**src/rtl/dlog_ctrl_if.sv**
```systemverilog
// Bus bundle for dlog_ctrl: configuration, arm/disarm, commit observation and logging-state outputs.
// The slave modport is the controller side; the master modport is the driving/observing side.
interface dlog_ctrl_if #(
   parameter int unsigned CNT_W      = 64,
   parameter int unsigned WIN_W      = 32,
   parameter int unsigned ADDR_W     = 32,
   parameter int unsigned COMMIT_NUM = 4
);
   logic                         cfg_we;
   logic [CNT_W-1:0]             cfg_start;
   logic [WIN_W-1:0]             cfg_window;
   logic [1:0]                   cfg_level;
   logic                         arm;
   logic                         disarm;
   logic [COMMIT_NUM-1:0]        commit_valid;
   logic [COMMIT_NUM*ADDR_W-1:0] commit_pc;
   logic [ADDR_W-1:0]            trig_addr;
   logic [CNT_W-1:0]             cycle_cnt;
   logic                         log_valid;
   logic [1:0]                   log_level;
   logic [1:0]                   state;
   logic [CNT_W-1:0]             trig_cycle;
   logic [WIN_W-1:0]             log_cnt;

   modport master (
      output cfg_we, cfg_start, cfg_window, cfg_level, arm, disarm,
             commit_valid, commit_pc, trig_addr,
      input  cycle_cnt, log_valid, log_level, state, trig_cycle, log_cnt
   );

   modport slave (
      input  cfg_we, cfg_start, cfg_window, cfg_level, arm, disarm,
             commit_valid, commit_pc, trig_addr,
      output cycle_cnt, log_valid, log_level, state, trig_cycle, log_cnt
   );
endinterface

```
**src/rtl/dlog_ctrl.sv**
```systemverilog
// Global log/perf control: free-running cycle count, logging window FSM and log level.
// Define DLOG_TRIG_ADDR_EN to additionally gate the trigger on a committed-PC match.
module dlog_ctrl #(
   parameter int unsigned CNT_W      = 64,
   parameter int unsigned WIN_W      = 32,
   parameter int unsigned ADDR_W     = 32,
   parameter int unsigned COMMIT_NUM = 4
) (
   input  logic        clk,
   input  logic        rst,
   dlog_ctrl_if.slave  bus
);

   typedef enum logic [1:0] {
      S_IDLE   = 2'd0,
      S_ARMED  = 2'd1,
      S_ACTIVE = 2'd2,
      S_DONE   = 2'd3
   } state_t;

   state_t           r_state;
   state_t           w_next_state;
   logic [CNT_W-1:0] r_cycle_cnt;
   logic [CNT_W-1:0] r_start;
   logic [CNT_W-1:0] r_trig_cycle;
   logic [WIN_W-1:0] r_window;
   logic [WIN_W-1:0] r_log_cnt;
   logic [1:0]       r_level;
   logic             r_log_valid;
   logic             w_pc_match;
   logic             w_trigger;
   logic             w_win_end;

`ifdef DLOG_TRIG_ADDR_EN
   // Any valid commit lane retiring the trigger PC this cycle.
   always_comb begin
      w_pc_match = 1'b0;
      for (int unsigned i = 0; i < COMMIT_NUM; i++) begin
         if (bus.commit_valid[i] && (bus.commit_pc[i*ADDR_W +: ADDR_W] == bus.trig_addr)) begin
            w_pc_match = 1'b1;
         end
      end
   end
`else
   logic w_unused_commit;
   assign w_unused_commit = ^{bus.commit_valid, bus.commit_pc, bus.trig_addr};
   assign w_pc_match      = 1'b1;
`endif

   // Plain unsigned compare: a wrapped cycle counter is not corrected for.
   assign w_trigger = (r_cycle_cnt >= r_start) && w_pc_match;
   assign w_win_end = (r_window != '0) && (r_log_cnt == (r_window - WIN_W'(1)));

   always_ff @(posedge clk) begin
      if (rst) begin
         r_state <= S_IDLE;
      end else begin
         r_state <= w_next_state;
      end
   end

   // Next state; disarm overrides every other transition.
   always_comb begin
      w_next_state = r_state;
      case (r_state)
         S_IDLE:   if (bus.arm)   w_next_state = S_ARMED;
         S_ARMED:  if (w_trigger) w_next_state = S_ACTIVE;
         S_ACTIVE: if (w_win_end) w_next_state = S_DONE;
         S_DONE:   w_next_state = S_DONE;
         default:  w_next_state = S_IDLE;
      endcase
      if (bus.disarm) begin
         w_next_state = S_IDLE;
      end
   end

   always_ff @(posedge clk) begin
      if (rst) begin
         r_cycle_cnt  <= '0;
         r_start      <= '0;
         r_window     <= '0;
         r_level      <= '0;
         r_log_valid  <= 1'b0;
         r_trig_cycle <= '0;
         r_log_cnt    <= '0;
      end else begin
         r_cycle_cnt <= r_cycle_cnt + CNT_W'(1);
         r_log_valid <= (w_next_state == S_ACTIVE);
         if ((r_state == S_IDLE) && bus.cfg_we) begin
            r_start  <= bus.cfg_start;
            r_window <= bus.cfg_window;
            r_level  <= bus.cfg_level;
         end
         // Window counter: restart on trigger, clear on return to IDLE, saturate otherwise.
         if ((r_state == S_ARMED) && (w_next_state == S_ACTIVE)) begin
            r_trig_cycle <= r_cycle_cnt;
            r_log_cnt    <= '0;
         end else if (w_next_state == S_IDLE) begin
            r_log_cnt <= '0;
         end else if (r_log_valid && (r_log_cnt != '1)) begin
            r_log_cnt <= r_log_cnt + WIN_W'(1);
         end
      end
   end

   assign bus.cycle_cnt  = r_cycle_cnt;
   assign bus.log_valid  = r_log_valid;
   assign bus.log_level  = r_level;
   assign bus.state      = r_state;
   assign bus.trig_cycle = r_trig_cycle;
   assign bus.log_cnt    = r_log_cnt;

endmodule
```
**src/flat_wrapper.sv**
```systemverilog
// flat-port wrapper written by rule: the top's interface ports become plain ports
module dlog_ctrl_flat 
#(
   parameter int unsigned CNT_W      = 64,
   parameter int unsigned WIN_W      = 32,
   parameter int unsigned ADDR_W     = 32,
   parameter int unsigned COMMIT_NUM = 4
)
  (clk, rst, bus_cfg_we, bus_cfg_start, bus_cfg_window, bus_cfg_level, bus_arm, bus_disarm, bus_commit_valid, bus_commit_pc, bus_trig_addr, bus_cycle_cnt, bus_log_valid, bus_log_level, bus_state, bus_trig_cycle, bus_log_cnt);
  dlog_ctrl_if #(.CNT_W(CNT_W), .WIN_W(WIN_W), .ADDR_W(ADDR_W), .COMMIT_NUM(COMMIT_NUM)) bus_i ();
  input  logic clk;
  input  logic rst;
  input wire logic [$bits(bus_i.cfg_we)-1:0] bus_cfg_we;
  input wire logic [$bits(bus_i.cfg_start)-1:0] bus_cfg_start;
  input wire logic [$bits(bus_i.cfg_window)-1:0] bus_cfg_window;
  input wire logic [$bits(bus_i.cfg_level)-1:0] bus_cfg_level;
  input wire logic [$bits(bus_i.arm)-1:0] bus_arm;
  input wire logic [$bits(bus_i.disarm)-1:0] bus_disarm;
  input wire logic [$bits(bus_i.commit_valid)-1:0] bus_commit_valid;
  input wire logic [$bits(bus_i.commit_pc)-1:0] bus_commit_pc;
  input wire logic [$bits(bus_i.trig_addr)-1:0] bus_trig_addr;
  output wire logic [$bits(bus_i.cycle_cnt)-1:0] bus_cycle_cnt;
  output wire logic [$bits(bus_i.log_valid)-1:0] bus_log_valid;
  output wire logic [$bits(bus_i.log_level)-1:0] bus_log_level;
  output wire logic [$bits(bus_i.state)-1:0] bus_state;
  output wire logic [$bits(bus_i.trig_cycle)-1:0] bus_trig_cycle;
  output wire logic [$bits(bus_i.log_cnt)-1:0] bus_log_cnt;
  assign bus_i.cfg_we = bus_cfg_we;
  assign bus_i.cfg_start = bus_cfg_start;
  assign bus_i.cfg_window = bus_cfg_window;
  assign bus_i.cfg_level = bus_cfg_level;
  assign bus_i.arm = bus_arm;
  assign bus_i.disarm = bus_disarm;
  assign bus_i.commit_valid = bus_commit_valid;
  assign bus_i.commit_pc = bus_commit_pc;
  assign bus_i.trig_addr = bus_trig_addr;
  assign bus_cycle_cnt = bus_i.cycle_cnt;
  assign bus_log_valid = bus_i.log_valid;
  assign bus_log_level = bus_i.log_level;
  assign bus_state = bus_i.state;
  assign bus_trig_cycle = bus_i.trig_cycle;
  assign bus_log_cnt = bus_i.log_cnt;
  dlog_ctrl #(.CNT_W(CNT_W), .WIN_W(WIN_W), .ADDR_W(ADDR_W), .COMMIT_NUM(COMMIT_NUM)) u_core (.clk(clk), .rst(rst), .bus(bus_i));
endmodule
```
**config.mk**
```make
export PLATFORM = sky130hd
export DESIGN_NAME = dlog_ctrl_flat
export DESIGN_NICKNAME = d
export VERILOG_FILES = /design/src/rtl/dlog_ctrl_if.sv /design/src/rtl/dlog_ctrl.sv /design/src/flat_wrapper.sv
export SDC_FILE = /design/constraint.sdc
export NUM_CORES = 1
export LEC_CHECK = 0
export ABC_AREA = 1
export CAP_MARGIN = 20
export CORE_MARGIN = 2
export CORE_UTILIZATION = 40
export CTS_BUF_LIST = sky130_fd_sc_hd__clkbuf_4 sky130_fd_sc_hd__clkbuf_8 sky130_fd_sc_hd__clkbuf_16
export DETAILED_ROUTE_END_ITERATION = 16
export PLACE_DENSITY = 0.66
export SYNTH_ARGS = -nofsm -noshare
export SYNTH_HDL_FRONTEND = slang
export SYNTH_SLANG_ARGS = --single-unit
```
**constraint.sdc**
```tcl
create_clock -name clk -period 2.8 [get_ports clk]
set_input_delay 0.42 -clock clk [delete_from_list [all_inputs] [get_ports clk]]
set_output_delay 0.42 -clock clk [all_outputs]
set_load 0.05 [all_outputs]
```
## Word-level counts from Yosys, hierarchy flattened

Cells that the tools add are included.

| word-level totals | value |
|---|---|
| register bits | 261 |
| input bits | 267 |
| output and inout port bits | 165 |
| word-level logic and storage cells | 31 |

| cells by class | value |
|---|---|
| $add $sub $neg | 3 |
| $lt $le $gt $ge | 1 |
| equality and inequality tests | 6 |
| mux-type cells | 5 |
| reductions and logical operators | 8 |

Operator list:

| operator | count |
|---|---|
| adder 64 x 1 -> 64 bit (second input constant) | 1 |
| greater-or-equal comparator 64 bit | 1 |
| adder 32 x 1 -> 32 bit (second input constant) | 1 |
| == test 32 bit | 1 |
| inequality test 32 bit (second input constant) | 1 |
| nonzero test 32 bit | 1 |
| subtractor 32 x 1 -> 32 bit (second input constant) | 1 |
| 2-to-1 mux 2 bit | 4 |
| case mux 2 bit (4 select lines) | 1 |
| == test 2 bit (second input constant) | 3 |
| logical AND 1 bit | 4 |
| logical NOT 2 bit | 2 |
| OR reduction 3 bit | 1 |
| == test 2 x 1 -> 1 bit (second input constant) | 1 |

## Logic depth before layout (Yosys ltp)

Gate-level depths: netlist of run 1.

| depth | value |
|---|---|
| word-level depth | 9 |
| depth in mapped cells | 20 |
| depth with buffers taken out | 20 |

## Least setup slack after synthesis of run 1

Ideal clock, no wire load.

| timing path | value |
|---|---|
| path type | register to register |
| from | reg u_core.r_cycle_cnt[9], in the netlist u_core.bus.cycle_cnt[9] |
| to | reg u_core.r_trig_cycle[35], in the netlist u_core.bus.trig_cycle[35] |
| setup time | 0.064 ns |
| data arrival time | 2.440 ns |
| data required time | 2.736 ns |
| slack | 0.295 ns |
| cell stages (with the launch flop) | 17 |
| buffers on the path | 2 |
| clock period less this slack | 2.505 ns |
| path through | dfxtp_1 -> ha_1 -> nand2_1 -> inv_1 -> o21ai_0 -> a21oi_1 -> nor3_1 -> nand3_1 -> nand2_1 -> nand2_1 -> nand2_1 -> nand3_1 -> nand4_1 -> buf_2 -> clkbuf_1 -> nor2_1 -> nor2_1 |

| on the way | value |
|---|---|
| longest elaborated chain between the ends | 6 |

RTL lines:

| what | line | RTL |
|---|---|---|
| from (decl) | dlog_ctrl.sv:23 | `logic [CNT_W-1:0] r_cycle_cnt;` |
| from (signal assigned) | dlog_ctrl.sv:87 | `r_cycle_cnt <= r_cycle_cnt + CNT_W'(1);` |
| greater-or-equal comparator 64 bit | dlog_ctrl.sv:51 | `assign w_trigger = (r_cycle_cnt >= r_start) && w_pc_match;` |
| 2-to-1 mux 2 bit | dlog_ctrl.sv:67 | `S_ARMED: if (w_trigger) w_next_state = S_ACTIVE;` |
| case mux 2 bit (4 select lines) | dlog_ctrl.sv:65 | `case (r_state)` |
| 2-to-1 mux 2 bit | dlog_ctrl.sv:72 | `if (bus.disarm) begin` |
| == test 2 bit | dlog_ctrl.sv:95 | `if ((r_state == S_ARMED) && (w_next_state == S_ACTIVE)) begin` |
| logical AND 1 bit | dlog_ctrl.sv:95 |  |
| to (signal assigned) | dlog_ctrl.sv:96 | `r_trig_cycle <= r_cycle_cnt;` |
| to (decl) | dlog_ctrl.sv:25 | `logic [CNT_W-1:0] r_trig_cycle;` |

Every way passes these cells.
A chain may end at the register's enable or synchronous reset.

## Worst setup path after layout of run 1

| timing path | value |
|---|---|
| from | reg u_core.r_start[59] |
| to | reg u_core.r_trig_cycle[41], in the netlist u_core.bus.trig_cycle[41] |

| on the way | value |
|---|---|
| longest elaborated chain between the ends | 6 |

RTL lines:

| what | line | RTL |
|---|---|---|
| from (decl) | dlog_ctrl.sv:24 | `logic [CNT_W-1:0] r_start;` |
| from (signal assigned) | dlog_ctrl.sv:90 | `r_start <= bus.cfg_start;` |
| greater-or-equal comparator 64 bit | dlog_ctrl.sv:51 |  |
| 2-to-1 mux 2 bit | dlog_ctrl.sv:67 |  |
| case mux 2 bit (4 select lines) | dlog_ctrl.sv:65 |  |
| 2-to-1 mux 2 bit | dlog_ctrl.sv:72 |  |
| == test 2 bit | dlog_ctrl.sv:95 |  |
| logical AND 1 bit | dlog_ctrl.sv:95 |  |

Every way passes these cells.

==> impl_results.md, run 1 <==
- Status: completed
- Worst-Skew Late Latency: ~0.56 ns
- GRT Total Usage: 0.240
- Worst Path Required: 3.24 ns
- Worst min path class: input pin to flop
- Post-DRT Antenna Nets: 0
- Measured slew at the worst slew-check pin: between 0.6 and 0.7 ns
- CP Cell Sequence: inv_1, ha_4, nand2_1, nor2_1, nand2_2, inv_2, nand4_1, nor3b_2, nand3_1, nand3_1, nand4_1, buf_4, buf_2, nor2_2, nor2_1
- Pre-CTS setup slack: slightly below 0.08 ns
- Final Hold Fails: 0
- Simple-Gate Fraction of Synth Area: 0.312
- Post-synthesis adder-cell area fraction: 0.0609
- Multiplexer area fraction after synthesis: 0.000716
- Total congestion overflow: 0
- Largest family of logic cells by synthesized area: simple AND/OR/NAND/NOR gates
- Worst Path Max Fanout: 6
- Static leakage: 8.28 nW
- Site Rows: between 60 and 70
- Root Driver: clkbuf_16
- TritonCTS buffer count: 30
- Gpl congestion: 0.911
- Max_cap viols: 0
- PortBufs: about 270
- Fin crit share: 0.948
- Post-CTS Hold Buffers: 0
- Rel. slew slack: 0.562
- Synth warn: 0
- Total design power: approximately 9.4 mW
- FF+latch count, synth: 261
- Avg Vias per Cell: slightly below 5
- Synth Area in Compound Gates: 0.111
- Crit start category: flop
- Final worst clock skew: 0.00665 ns
- Min Tclk post-route: 2.65 ns
- Hold path depth: 5
- Yosys cell types: 43
- Pins Over Slew Limit: 0
- Worst Path Buf+Inv: 4
- Arr. time, crit path: ~3.1 ns
- Most frequent cells in the layout: 400 x nand2_1, 383 x nor2_1, 281 x inv_1
- DP HPWL: approximately 34 mm
- Slowest stage delay, CP: 0.32 ns
- Pwr dens: slightly below 500 mW/mm^2
- CTS H-tree depth: 1
- WS Path Type: flop to flop
- Sequential area share after synthesis: 0.374
- CTS clock-pin slew for the worst setup and hold paths: about 0.060 ns
- Area delta synth->final: 36.8%
- Fin Hold WS: ~0.43 ns
- R2R depth: 15
- DRT Pass-1 Iters: 5
- Die Y-Extent: between 150 and 200 um
- # nets final: between 2000 and 3000
- I/O Pins: roughly 430
- Syn nets: between 2000 and 2500
- Endpoints failing setup: 0
- Clock buffer depth: 3
- Via count: ~14000
- Clock Sinks: roughly 260
- Max Clk Rate: approximately 380 MHz
- TNS Setup: 0 ns
- Critical Path End Type: flop
- First-pass GRT wire length: ~70 mm
- Layout Cells excl Fill: 2874
- Initial antenna violation count: 2
- XOR/XNOR Fraction of Synth Area: 0.0443
- # DRC: 0
- Initial core utilization: 0.406
- Largest net degree at the start of global routing: 98
- Post-Syn Area per Cell: a little under 7 sq um
- Critical path depth: 15
- Share of cells above drive strength 1: 0.0918
- Slowest stage cell, crit path: nor3b_2
- CORE AREA: between 0.03 and 0.04 sq mm
- Commonest non-fill, non-tap cell in the layout: nand2_1
- Die width: ~190 um
- CP delay by family, top: simple AND/OR/NAND/NOR gates
- Starting DRT DRC Count: roughly 800
- Dpl cells: between 2000 and 3000
- Post-Route WL: about 46 mm
- Vias in the first global route: 13400
- Synthesized area: around 0.014 sq mm
- Die area: about 0.036 sq mm
- CTS tree: yes
- Post-Synthesis Cells: about 2100
- Fill cells: approximately 3400
- Worst setup margin: around 0.15 ns
- WL/cell: roughly 16 um
- Worst IR drop on VDD: between 400 and 500 uV
==> flip-flops by register name, summed over array words and instances, names as in the netlist <==
register	flops
u_core.bus.state	2
u_core.r_start	64
u_core.bus.log_cnt	32
u_core.bus.cycle_cnt	64
u_core.r_window	32
u_core.bus.log_valid	1
u_core.bus.log_level	2
u_core.bus.trig_cycle	64
==> area by class of cell <==
| class | instances | area, sq um | share of cell area |
|---|---|---|---|
| well taps | 455 | 569 | 0.0298 |
| repair buffers | 359 | 3570 | 0.187 |
| inverters | 289 | 1090 | 0.0568 |
| diodes | 1 | 2.50 | 0.000131 |
| clock buffers | 38 | 866 | 0.0453 |
| clock inverters | 18 | 283 | 0.0148 |
| multi-input cells | 1453 | 7520 | 0.393 |
| flip-flops and latches | 261 | 5230 | 0.273 |
==> cell usage after synthesis (all sizes together) <==
cell	n	share of area
xnor2	15	0.0094
buf	17	0.0062
nor4	15	0.0078
a21oi	150	0.054
nand4	32	0.015
and3	5	0.0026
o21ai	140	0.050
ha	68	0.061
inv	287	0.077
o31ai	1	0.00054
o211ai	2	0.0011
a21boi	3	0.0019
clkbuf	49	0.013
a31o	1	0.00063
o21a	6	0.0032
nor3	58	0.023
xor3	1	0.0017
nand2	410	0.11
xor2	53	0.033
clkinv	2	0.00054
nand3b	7	0.0038
mux2i	1	0.00072
nand3	62	0.024
or2	1	0.00045
nor3b	12	0.0072
dfxtp	261	0.37
nor2	410	0.12
==> stage by stage <==
stage	utilization	area [sq um]
2_1_floorplan	-	14000
3_3_place_gp	0.513	17700
3_5_place_dp	0.513	17700
4_1_cts	0.546	18800
5_1_grt	0.555	19100
6_report	0.555	19100
==> worst register-to-register path: cells and delay by family (launching register included) <==
kind                     cells  cell delay, ns
AND/OR/NAND/NOR             10            1.43
buffers and inverters        4            0.54
flip-flops                   1            0.31
adder cells (fa/ha/maj)      1            0.27
==> repair_timing <==
action | in CTS | in global routing
setup endpoints to repair | 0 | 84
gates resized for setup | 0 | 39
setup buffers | 0 | 2
==> report_power, final <==
group | switching, mW | internal, mW
clock | 1.68 | 2.83
sequential | 0.0754 | 3.83
combinational | 0.573 | 0.391
total | 2.33 | 7.05
==> path summary, 6_finish.rpt <==
kind | from | slack [ns] | end
max | u_core.r_start[59] | 0.15 | u_core.bus.trig_cycle[41]
min reg2reg | u_core.r_start[9] | 0.46 | u_core.r_start[9]
min | rst | 0.43 | u_core.bus.trig_cycle[1]
max reg2reg | u_core.r_start[59] | 0.15 | u_core.bus.trig_cycle[41]
==> kinds of logic after synthesis <==
group	Yosys count
flip-flops	261
AND/OR/NAND/NOR	1012
XOR/XNOR	69
buffers and inverters	355
AO/OA/AOI/OAI	303
adder cells (fa/ha/maj)	68
multiplexers	1
==> metal layers <==
metal | GRT usage | wire length, um | up-vias
met2 | 0.385 | 20100 | 438
met1 | 0.324 | 20800 | 6472
li1 | - | - | 7208
met4 | 0.0665 | 1150 | 2
met5 | 0 | 11 | -
met3 | 0.0531 | 3570 | 71
(Power assumes the default switching activity.)
==> inputs of run 2 (changes only) <==
- CAP_MARGIN: 20 -> not set
- clock period: 2.8 -> 2.9 ns (I/O delays scaled with it)
==> run 2 against run 1 <==
Critical path depth increased by 1. Largest power group unchanged. Hold slack worse by 0.037 ns. Critical path type unchanged. Maximum frequency is 2.8% lower. Sequential cell count did not move. Clock power is 11% lower. Clock-buffer cell count up 8. Largest cell class unchanged.
==> impl_results.md, run 2 (synthesized netlist as in run 1, its figures left out) <==
- Worst R2R End: u_core.bus.trig_cycle[26]
- Min Tclk post-route: 2.73 ns (+0.0773 ns)
- Via count: 14100 (-0.52%)
- Worst IR drop on VDD: 470 uV (-0.86%)
- # DRC: 0 (unchanged)
- Starting DRT DRC Count: 738 (-10%)
- CTS clock-pin slew for the worst setup and hold paths: 0.06 ns (about the same)
- Post-Route WL: 45.5 mm (about the same)
- Vias in the first global route: 13200 (-0.95%)
- Layout Cells excl Fill: 2868 (-0.21%)
- Slowest stage delay, CP: 0.33 ns (about the same)
- # nets final: 2723 (-0.22%)
- Avg Vias per Cell: 4.92 (-0.31%)
- Endpoints failing setup: 0 (unchanged)
- CP delay by family, top: simple AND/OR/NAND/NOR gates
- Fin Hold WS: 0.393 ns (-0.0371 ns)
- Fin crit share: 0.942 (-0.00603)
- Critical Path End Type: flop
- Clock buffer depth: 3 (unchanged)
- TritonCTS buffer count: 31 (+3.3%)
- RR Startpoint: u_core.r_start[63]
- WS Path Type: flop to flop
- Commonest non-fill, non-tap cell in the layout: nand2_1
- Worst min path class: input pin to flop
- CTS H-tree depth: 1 (unchanged)
- Die area: 0.0365 sq mm (unchanged)
- CP Cell Sequence: inv_2, ha_4, nand4_1, inv_2, nand2_1, inv_2, nand4_1, nor3b_2, nand3_1, nand3_1, nand4_1, buf_6, buf_12, clkbuf_16, nor2_1, nor2_1
- Pwr dens: 460 mW/mm^2 (-6.1%)
- Area of the multi-input gates: 0.00744 sq mm (-1.1%)
- Worst Path Required: 3.38 ns (+0.14 ns)
- FF/Latch Area: 0.00523 sq mm (about the same)
- CTS tree: yes
- Clock Sinks: 261 (unchanged)
- Core Util, Final: 0.548 (-0.00694)
- Crit start category: flop
- Hold path depth: 5 (unchanged)
- Share of cells above drive strength 1: 0.0809 (-0.0109)
- Final worst clock skew: 0.0232 ns (+0.0165 ns)
- GRT Total Usage: 0.241 (+0.000468)
- I/O Pins: 432 (unchanged)
- Pins Over Slew Limit: 0 (unchanged)
- Static leakage: 8.22 nW (-0.80%)
- Worst Path Buf+Inv: 6 (+2)
- Critical path depth: 16 (+1)
- Gpl congestion: 0.944 (+3.7%)
- Root Driver: clkbuf_16
- Site Rows: 68 (unchanged)
- PortBufs: 267 (unchanged)
- DRT Pass-1 Iters: 6 (+1)
- R2R depth: 16 (+1)
- Arr. time, crit path: 3.21 ns (+0.11 ns)
- Post-DRT Antenna Nets: 0 (unchanged)
- Initial antenna violation count: 5 (+3)
- RSZ-0062 raised after global routing: true
- Measured slew at the worst slew-check pin: 0.707 ns (+0.0568 ns)
- Initial core utilization: 0.406 (unchanged)
- Die Y-Extent: 191 um (unchanged)
- WL/cell: 15.9 um (+0.13%)
- Crit path launch: u_core.r_start[63]
- Die width: 191 um (unchanged)
- Rel. slew slack: 0.524 (-0.0382)
- DP HPWL: 33.9 mm (+0.89%)
- Status: completed
- Fill cells: 3379 (+0.24%)
- Worst-Skew Late Latency: 0.59 ns (+0.03 ns)
- Final Hold Fails: 0 (unchanged)
- Critical Path End: u_core.bus.trig_cycle[26]
- Max_cap viols: 0 (unchanged)
- TNS Setup: 0 ns (unchanged)
- First-pass GRT wire length: 69.9 mm (-0.15%)
- Worst Path Max Fanout: 9 (+3)
- Largest net degree at the start of global routing: 102 (+4.1%)
- Dpl cells: 2801 (-0.28%)
- Most frequent cells in the layout: 402 x nand2_1, 389 x nor2_1, 283 x inv_1
- Area delta synth->final: 35.1%
- Slowest stage cell, crit path: nor3b_2
- Reg2Reg Setup Slack: 0.17 ns (+0.02 ns)
- Max Clk Rate: 366 MHz (-2.8%)
- CORE AREA: 0.0345 sq mm (unchanged)
- Total congestion overflow: 0 (unchanged)
[run 2: cell types whose count changed in the layout (fill, tap and decap cells not counted), moves of 3 or more]
cell | before | now
dfxtp_2 | 4 | 0
ha_1 | 63 | 66
bufinv_16 | 7 | 3
clkinvlp_4 | 4 | 0
nor2_2 | 18 | 13
dfxtp_1 | 257 | 261
buf_6 | 4 | 1
nor2_1 | 383 | 389
ha_4 | 5 | 2
clkbuf_4 | 1 | 10
buf_4 | 73 | 69
[run 2: how the worst min path moves through the flow]
stage / start / endpoint / slack (ns)
after floorplan: u_core.r_start[34] / u_core.r_start[34] / 0.43
after CTS: rst / u_core.bus.cycle_cnt[15] / 0.39
after global placement: u_core.r_start[44] / u_core.r_start[44] / 0.44
final: rst / u_core.bus.trig_cycle[1] / 0.39
after global routing: rst / u_core.bus.trig_cycle[0] / 0.43
after detailed placement: u_core.r_start[41] / u_core.r_start[41] / 0.45
[run 2: layout make-up]
cell class,count,share of cell area
antenna,3,0.000397
clock buffer,46,0.0487
clock inverter,9,0.00715
inverter,289,0.0576
multi-input combinational,1453,0.394
sequential,261,0.277
tap,455,0.0301
timing repair buffer,352,0.186
[run 2: repair_timing]
item | CTS | global route
resized for setup | 0 | 14
setup endpoints to repair | 0 | 61
hold buffers | 0 | 0
buffers inserted | 0 | 3
[run 2: per-stage QoR]
stage / cell area [sq um] / setup slack (ns) / power (mW)
5_1_grt: 18900 / -0.0549 / 9.04
3_5_place_dp: 17600 / 0.100 / 4.74
4_1_cts: 18700 / 0.0626 / 8.78
6_report: 18900 / 0.168 / 8.70
3_3_place_gp: 17600 / 0.169 / 4.72
2_1_floorplan: 14000 / 0.395 / 4.40
[run 2: tightest hold or removal path: stages]
cell,delay (ns)
buf_2,0.11
inv_4,0.05
buf_12,0.19
nand2_1,0.11
nor2_1,0.03
[run 2: per-layer routing]
layer / vias to the layer above / part of all wire / routed length [um] / GRT usage
li1: 7187 / - / - / -
met1: 6423 / 0.45 / 20400 / 0.323
met2: 439 / 0.44 / 20100 / 0.382
met3: 64 / 0.084 / 3800 / 0.0624
met4: 4 / 0.026 / 1180 / 0.0659
met5: - / 0.00055 / 25 / 0
[run 2: report_power, final]
group / switching [mW] / internal, mW / total [mW]
clock network: 1.57 / 2.45 / 4.02
logic: 0.545 / 0.364 / 0.909
registers: 0.0683 / 3.70 / 3.77
